==> src/rtl/pulse_period_mon_pkg.sv <==
// pulse_mon_pkg
//   Shared definitions for the pulse period monitor and the upstream
//   delay/pulse generator: FSM state encoding and default timing constants.
package pulse_mon_pkg;

  typedef enum logic [1:0] {
    ST_IDLE = 2'd0,
    ST_ACQ  = 2'd1,
    ST_LOCK = 2'd2
  } state_t;

  localparam int DEF_PERIOD   = 751;
  localparam int DEF_TOL      = 2;
  localparam int DEF_LOCK_CNT = 4;
  localparam int DEF_CBITS    = 10;
  localparam int DEF_PCBITS   = 16;

endpackage

==> src/rtl/pulse_period_mon_if.sv <==
// pulse_period_mon_if
//   Bundles the pulse input, the clear strobe and the status outputs of the
//   pulse period monitor.
//   master : drives sig_in/clr, observes status (generator side / bench)
//   slave  : the monitor itself
//   Signals: sig_in, clr, locked, err_early, err_late,
//            pulse_cnt[PCBITS], last_ivl[CBITS]
interface pulse_period_mon_if
  import pulse_mon_pkg::*;
#(
  parameter int CBITS  = DEF_CBITS,
  parameter int PCBITS = DEF_PCBITS
);

  logic              sig_in;
  logic              clr;
  logic              locked;
  logic              err_early;
  logic              err_late;
  logic [PCBITS-1:0] pulse_cnt;
  logic [CBITS-1:0]  last_ivl;

  modport master (
    output sig_in, clr,
    input  locked, err_early, err_late, pulse_cnt, last_ivl
  );

  modport slave (
    input  sig_in, clr,
    output locked, err_early, err_late, pulse_cnt, last_ivl
  );

endinterface

==> src/rtl/pulse_period_mon_ivl_counter.sv <==
// ivl_counter
//   Saturating CBITS-wide up-counter with synchronous zero, plus a compare
//   that fires when the *next* count would equal limit.
//   Ports: clk, rst (async, active-low), zero (sync clear),
//          limit[CBITS] compare value, count[CBITS], hit (count+1 == limit)
module ivl_counter #(
  parameter int CBITS = 10
) (
  input  logic             clk,
  input  logic             rst,
  input  logic             zero,
  input  logic [CBITS-1:0] limit,
  output logic [CBITS-1:0] count,
  output logic             hit
);

  localparam logic [CBITS-1:0] MAXV = '1;

  function automatic logic [CBITS-1:0] sat_inc(input logic [CBITS-1:0] v);
    return (v == MAXV) ? v : v + CBITS'(1);
  endfunction

  always_ff @(posedge clk or negedge rst) begin
    if (!rst)      count <= '0;
    else if (zero) count <= '0;
    else           count <= sat_inc(count);
  end

  // Extra bit so count+1 cannot wrap back onto a small limit.
  assign hit = ({1'b0, count} + (CBITS + 1)'(1)) == {1'b0, limit};

endmodule

==> src/rtl/pulse_period_mon.sv <==
// pulse_period_mon
//   Checks a periodic single-cycle pulse stream. Measures the interval between
//   pulses, locks after LOCK_CNT consecutive in-tolerance intervals, flags
//   early and missing pulses, and exports a pulse count and the last interval.
//   Ports: clk, rst (async, active-low)
//          bus.sig_in   pulse input
//          bus.clr      sync clear of counters, flags and FSM
//          bus.locked   high while locked
//          bus.err_early/err_late  interval error flags
//          bus.pulse_cnt accepted pulses, bus.last_ivl last measured interval
//   Build option PULSE_MON_STICKY_ERR_EN: error flags latch until clr/reset
//   instead of pulsing for one cycle.
module pulse_period_mon
  import pulse_mon_pkg::*;
#(
  parameter int PERIOD   = DEF_PERIOD,
  parameter int TOL      = DEF_TOL,
  parameter int LOCK_CNT = DEF_LOCK_CNT,
  parameter int CBITS    = DEF_CBITS,
  parameter int PCBITS   = DEF_PCBITS
) (
  input logic               clk,
  input logic               rst,
  pulse_period_mon_if.slave bus
);

  localparam int GBITS = $clog2(LOCK_CNT + 1);
  localparam logic [CBITS-1:0] LIMIT    = CBITS'(PERIOD + TOL);
  localparam logic [CBITS:0]   EARLY_LO = (CBITS + 1)'(PERIOD - TOL);
  localparam logic [GBITS-1:0] GOOD_TGT = GBITS'(LOCK_CNT);

  if (TOL < 0 || TOL >= PERIOD) begin : g_bad_tol
    $error("pulse_period_mon: TOL must satisfy 0 <= TOL < PERIOD");
  end
  if (LOCK_CNT < 1) begin : g_bad_lock
    $error("pulse_period_mon: LOCK_CNT must be >= 1");
  end
  if (PERIOD + TOL > (2 ** CBITS) - 1) begin : g_bad_cbits
    $error("pulse_period_mon: PERIOD+TOL must fit in CBITS");
  end

  state_t            state_p0, state_p1;
  logic [GBITS-1:0]  good_p0, good_p1;
  logic [CBITS-1:0]  ivl;
  logic              ivl_hit;
  logic [CBITS:0]    interval;
  logic              pulse;
  logic              is_early;
  logic              in_range;
  logic              early_ev;
  logic              late_ev;
  logic [PCBITS-1:0] pulse_cnt_p1;
  logic [CBITS-1:0]  last_ivl_p1;
  logic              err_early_p1;
  logic              err_late_p1;

  ivl_counter #(.CBITS(CBITS)) u_ivl (
    .clk   (clk),
    .rst   (rst),
    .zero  (bus.sig_in | bus.clr),
    .limit (LIMIT),
    .count (ivl),
    .hit   (ivl_hit)
  );

  // clr wins over a coincident pulse.
  assign pulse    = bus.sig_in & ~bus.clr;
  assign interval = {1'b0, ivl} + (CBITS + 1)'(1);
  assign is_early = interval < EARLY_LO;
  assign in_range = !is_early && (interval <= {1'b0, LIMIT});

  // ---- stage p0: next state and interval events ----
  always_comb begin
    state_p0 = state_p1;
    good_p0  = good_p1;
    early_ev = 1'b0;
    late_ev  = 1'b0;
    if (bus.clr) begin
      state_p0 = ST_IDLE;
      good_p0  = '0;
    end else begin
      case (state_p1)
        ST_IDLE: begin
          if (bus.sig_in) begin
            state_p0 = ST_ACQ;
            good_p0  = '0;
          end
        end
        ST_ACQ: begin
          if (bus.sig_in) begin
            if (is_early) begin
              early_ev = 1'b1;
              good_p0  = '0;
            end else if (in_range) begin
              if (good_p1 == GOOD_TGT - GBITS'(1)) begin
                good_p0  = GOOD_TGT;
                state_p0 = ST_LOCK;
              end else begin
                good_p0 = good_p1 + GBITS'(1);
              end
            end
          end else if (ivl_hit) begin
            // A pulse on the last legal slot is good, so timeout only fires
            // when that slot passes empty.
            late_ev  = 1'b1;
            state_p0 = ST_IDLE;
          end
        end
        ST_LOCK: begin
          if (bus.sig_in) begin
            if (is_early) begin
              early_ev = 1'b1;
              good_p0  = '0;
              state_p0 = ST_ACQ;
            end
          end else if (ivl_hit) begin
            late_ev  = 1'b1;
            state_p0 = ST_IDLE;
          end
        end
        default: begin
          state_p0 = ST_IDLE;
          good_p0  = '0;
        end
      endcase
    end
  end

  // ---- stage p1: registered FSM and status ----
  always_ff @(posedge clk or negedge rst) begin
    if (!rst) begin
      state_p1 <= ST_IDLE;
      good_p1  <= '0;
    end else begin
      state_p1 <= state_p0;
      good_p1  <= good_p0;
    end
  end

  always_ff @(posedge clk or negedge rst) begin
    if (!rst) begin
      pulse_cnt_p1 <= '0;
      last_ivl_p1  <= '0;
      err_early_p1 <= 1'b0;
      err_late_p1  <= 1'b0;
    end else if (bus.clr) begin
      pulse_cnt_p1 <= '0;
      last_ivl_p1  <= '0;
      err_early_p1 <= 1'b0;
      err_late_p1  <= 1'b0;
    end else begin
      if (pulse) begin
        pulse_cnt_p1 <= pulse_cnt_p1 + PCBITS'(1);
        // The first pulse out of IDLE has no meaningful predecessor.
        if (state_p1 != ST_IDLE) last_ivl_p1 <= interval[CBITS-1:0];
      end
`ifdef PULSE_MON_STICKY_ERR_EN
      err_early_p1 <= err_early_p1 | early_ev;
      err_late_p1  <= err_late_p1 | late_ev;
`else
      err_early_p1 <= early_ev;
      err_late_p1  <= late_ev;
`endif
    end
  end

  assign bus.locked    = (state_p1 == ST_LOCK);
  assign bus.err_early = err_early_p1;
  assign bus.err_late  = err_late_p1;
  assign bus.pulse_cnt = pulse_cnt_p1;
  assign bus.last_ivl  = last_ivl_p1;

endmodule
==> src/flat_wrapper.sv <==
// flat-port wrapper written by rule: the top's interface ports become plain ports
module pulse_period_mon_flat import pulse_mon_pkg::*;
#(
  parameter int PERIOD   = DEF_PERIOD,
  parameter int TOL      = DEF_TOL,
  parameter int LOCK_CNT = DEF_LOCK_CNT,
  parameter int CBITS    = DEF_CBITS,
  parameter int PCBITS   = DEF_PCBITS
)
  (clk, rst, bus_sig_in, bus_clr, bus_locked, bus_err_early, bus_err_late, bus_pulse_cnt, bus_last_ivl);
  pulse_period_mon_if #(.CBITS(CBITS), .PCBITS(PCBITS)) bus_i ();
  input logic clk;
  input logic rst;
  input wire logic [$bits(bus_i.sig_in)-1:0] bus_sig_in;
  input wire logic [$bits(bus_i.clr)-1:0] bus_clr;
  output wire logic [$bits(bus_i.locked)-1:0] bus_locked;
  output wire logic [$bits(bus_i.err_early)-1:0] bus_err_early;
  output wire logic [$bits(bus_i.err_late)-1:0] bus_err_late;
  output wire logic [$bits(bus_i.pulse_cnt)-1:0] bus_pulse_cnt;
  output wire logic [$bits(bus_i.last_ivl)-1:0] bus_last_ivl;
  assign bus_i.sig_in = bus_sig_in;
  assign bus_i.clr = bus_clr;
  assign bus_locked = bus_i.locked;
  assign bus_err_early = bus_i.err_early;
  assign bus_err_late = bus_i.err_late;
  assign bus_pulse_cnt = bus_i.pulse_cnt;
  assign bus_last_ivl = bus_i.last_ivl;
  pulse_period_mon #(.PERIOD(PERIOD), .TOL(TOL), .LOCK_CNT(LOCK_CNT), .CBITS(CBITS), .PCBITS(PCBITS)) u_core (.clk(clk), .rst(rst), .bus(bus_i));
endmodule
==> config.mk <==
export PLATFORM = sky130hd
export DESIGN_NAME = pulse_period_mon_flat
export DESIGN_NICKNAME = d
export VERILOG_FILES = /design/src/rtl/pulse_period_mon_pkg.sv /design/src/rtl/pulse_period_mon_if.sv /design/src/rtl/pulse_period_mon_ivl_counter.sv /design/src/rtl/pulse_period_mon.sv /design/src/flat_wrapper.sv
export SDC_FILE = /design/constraint.sdc
export NUM_CORES = 1
export LEC_CHECK = 0
export ABC_AREA = 1
export CAP_MARGIN = 20
export CORE_MARGIN = 2
export CORE_UTILIZATION = 51
export DETAILED_ROUTE_END_ITERATION = 8
export PLACE_DENSITY = 0.77
export SYNTH_ARGS = -nofsm -noshare
export SYNTH_HDL_FRONTEND = slang
export SYNTH_HIERARCHICAL = 1
export SYNTH_SLANG_ARGS = --single-unit
==> constraint.sdc <==
create_clock -name clk -period 2.4 [get_ports clk]
set_clock_uncertainty 0.2 [all_clocks]
set_input_delay 0.48 -clock clk [delete_from_list [all_inputs] [get_ports clk]]
set_output_delay 0.48 -clock clk [all_outputs]
set_load 0.01 [all_outputs]
==> impl_results.md <==
* Minimum clock period at roughly 2300 ps
* GR Overflow Total at 0
* Area Growth Syn to Fin at 31.3%
* Largest net degree at the start of global routing at 32
* Final WL at between 6000 and 7000 um
* Post-route ant nets at 0
* MaxCap Viol Count at 0
* Slowest stage delay, CP at around 470 ps
* Share of layout cells above drive strength 1 at 16.6%
* Flops & latches, synth at 43
* DP Worst Slack at -35.6 ps
* Starting DRT DRC Count at 101
* Number of synthesized flops with an enable pin at 0
* IO Pins at 33
* Skew-Pair Late Insertion Delay at 290 ps
* Leakage at roughly 0.0017 uW
* Total GRT Usage at between 20% and 30%
* Sequential-to-total area share from yosys stat at 38.5%
* H-tree depth at 2
* Final setup viols at 0
* Clock Tree Buf Depth at 2
* RSZ-0062 raised after global routing: true
* Std-Cell Rows at 26
* F_max at approximately 430 MHz
* CTS tree: done
* DIE WIDTH at 78 um
* Vias in the first global route at 2624
* Initial antenna violation count at 0
* Synth area leaders: dfrtp_1 39%, nand2_1 14%, inv_1 8.2%
* Core region area at 5200 um2
* Vias/cell at 5.06
* Ys Warns at 6
* CTS clk-pin slew, worst paths at 80 ps
* Initial Util at a little over half
* Chip height at 78 um
* Synth Area per Inst at 7.00 um2
* WP data arrival at ~2300 ps
* DIE AREA at 6080 um2
* Detail Placement HPWL at 5080 um
* Crit path max-delay cell type: dfrtp_2
* Primary FF master, synth: dfrtp_1
* Final hold vios at 0
* CP Cell Sequence: ha_4 > nand2_2 > inv_2 > nand2_2 > inv_1 > nand2_1 > nand3b_1 > nand2_1 > nor2_1 > nand2_1 > nor2_2 > o21ai_2 > a21oi_1 > nor3_1 > nand3_1 > nand2_1
* Hold_buf cts at 0
* Netlist cell types at 32
* DRC Markers at 0
* Fillers at 447
* DR pass1 iterations at 4
* Final worst slack at 67.8 ps
* Worst path required time at 2390 ps
* Dominant cell type by area after synthesis: dfrtp_1
* Mapped Area at 2790 um2
* Setup crit end kind: register
* Most frequent CP cell: nand2_1
* Pwr/cell area at around 460 nW/um2
* Buffer and inverter count on the worst path at 2
* Status: completed
* Root buf cell: clkbuf_8
* Vias at between 2000 and 3000
* Synth top area share at 38.5%
* Least-Margin Pin Slew at around 670 ps
* Ant. Diodes at 0
* Port Buffers at 32
* GPL Wtd Cong at 0.915
* Most frequent cells in the layout: 96 x nand2_1, 61 x inv_1, 39 x nand3_1
* Largest fanout on the critical path at 6
* Avg WL per Cell at 12.1 um
* Commonest non-fill, non-tap cell in the layout: nand2_1
* Hold WC Path Type: in -> async
* Worst setup path class: reg -> reg
* Slew headroom at 55.4%
* First-pass GRT wire length at 11200 um
* CP top delay family: simple AND/OR/NAND/NOR gates
* Critical Path Start Type: register
* Final #Nets at 489
* Total CTS buffers at 5
* Worst hold slack at 20.8 ps
* Final worst-path cycle share at a little over nine tenths
* Max Slew Vio Count at 0
* Clk sinks at between 40 and 50
* FFs w/ async S/R, synth at 100%
* Syn Inst Count at 399
* VDD IR max at 0.273 mV
==> layout make-up <==
| type | instances | area, um2 | area share (%) |
|---|---|---|---|
| Multi-Input combinational cell | 306 | 1640 | 44.8 |
| Sequential cell | 43 | 1080 | 29.6 |
| Timing Repair Buffer | 56 | 503 | 13.7 |
| Inverter | 63 | 236 | 6.45 |
| Tap cell | 70 | 87.6 | 2.39 |
| Clock buffer | 5 | 68.8 | 1.88 |
| Clock inverter | 3 | 43.8 | 1.19 |
==> layer usage <==
| layer | global-route usage (%) | vias up | wire length (um) |
|---|---|---|---|
| met2 | 40.6 | 71 | 3340 |
| met4 | 6.84 | 0 | 105 |
| li1 | - | 1414 | - |
| met3 | 2.67 | 17 | 241 |
| met1 | 28.7 | 1259 | 2890 |
| met5 | 0 | - | 0 |
==> flip-flops by register name, indices dropped and copies added, names as in the netlist <==
| name | count |
|---|---|
| u_core/state_p1 | 2 |
| u_core/u_ivl/count | 10 |
| u_core/bus.err_early | 1 |
| u_core/bus.pulse_cnt | 16 |
| u_core/bus.last_ivl | 10 |
| u_core/bus.err_late | 1 |
| u_core/good_p1 | 3 |
==> final timing paths <==
kind	from	to	slack [ps]	cells past startpoint
hold / removal	rst	u_core/bus.last_ivl[5]	20	1
min in group clk	u_core/bus.pulse_cnt[15]	u_core/bus.pulse_cnt[15]	280	1
hold reg to reg	u_core/bus.pulse_cnt[15]	u_core/bus.pulse_cnt[15]	280	1
setup / recovery	u_core/u_ivl/count[1]	u_core/state_p1[0]	70	16
setup reg to reg	u_core/u_ivl/count[1]	u_core/state_p1[0]	70	16
max in group asynchronous	rst	u_core/u_ivl/count[5]	1390	2
==> synth_stat cells (2+ instances only) <==
cell and n:
nand3_1 40, nor2_2 3, inv_2 2, nand2_2 4
nand4_1 2, clkbuf_1 4, a21oi_1 15, nand3_2 4
ha_1 10, o21ai_1 2, nor3_1 13, nand3b_1 5
nor2_4 2, nor2_1 41, dfrtp_1 43, o21ai_0 23
inv_1 61, o22ai_1 5, nand2_1 102, a31oi_1 3
conb_1 2, xor2_1 3
==> stage by stage <==
stage          instance area, um2  utilization [%]  cells  total power (uW)  TNS (ps)
2_1_floorplan                2860                -    416               975         0
3_3_place_gp                 3400             65.4    535              1100         0
3_5_place_dp                 3400             65.4    535              1100     -84.5
4_1_cts                      3520             67.5    543              1680         0
5_1_grt                      3670             70.5    546              1770      -180
6_report                     3670             70.5    546              1670         0
==> cells by family after synthesis <==
family / synth area share (%)
buf+inv: 9.01
simple gates: 35.8
xor+xnor: 1.25
compound gates: 10.7
other cells: 0.269
fa+ha+maj: 4.48
flops: 38.5
==> report_power, final <==
| group | total [uW] | leakage [uW] | switching [uW] | internal (uW) |
|---|---|---|---|---|
| clock network | 561 | 0.0000581 | 251 | 310 |
| registers | 775 | 0.000584 | 25.0 | 750 |
| logic | 334 | 0.00104 | 205 | 129 |
==> what timing repair did <==
item | in CTS | in global routing
gates resized for setup | 1 | 35
setup buffers | 0 | 3
setup endpoints to repair | 3 | 5
pin swaps | 0 | 14
Power figures use the tool's default switching activity.
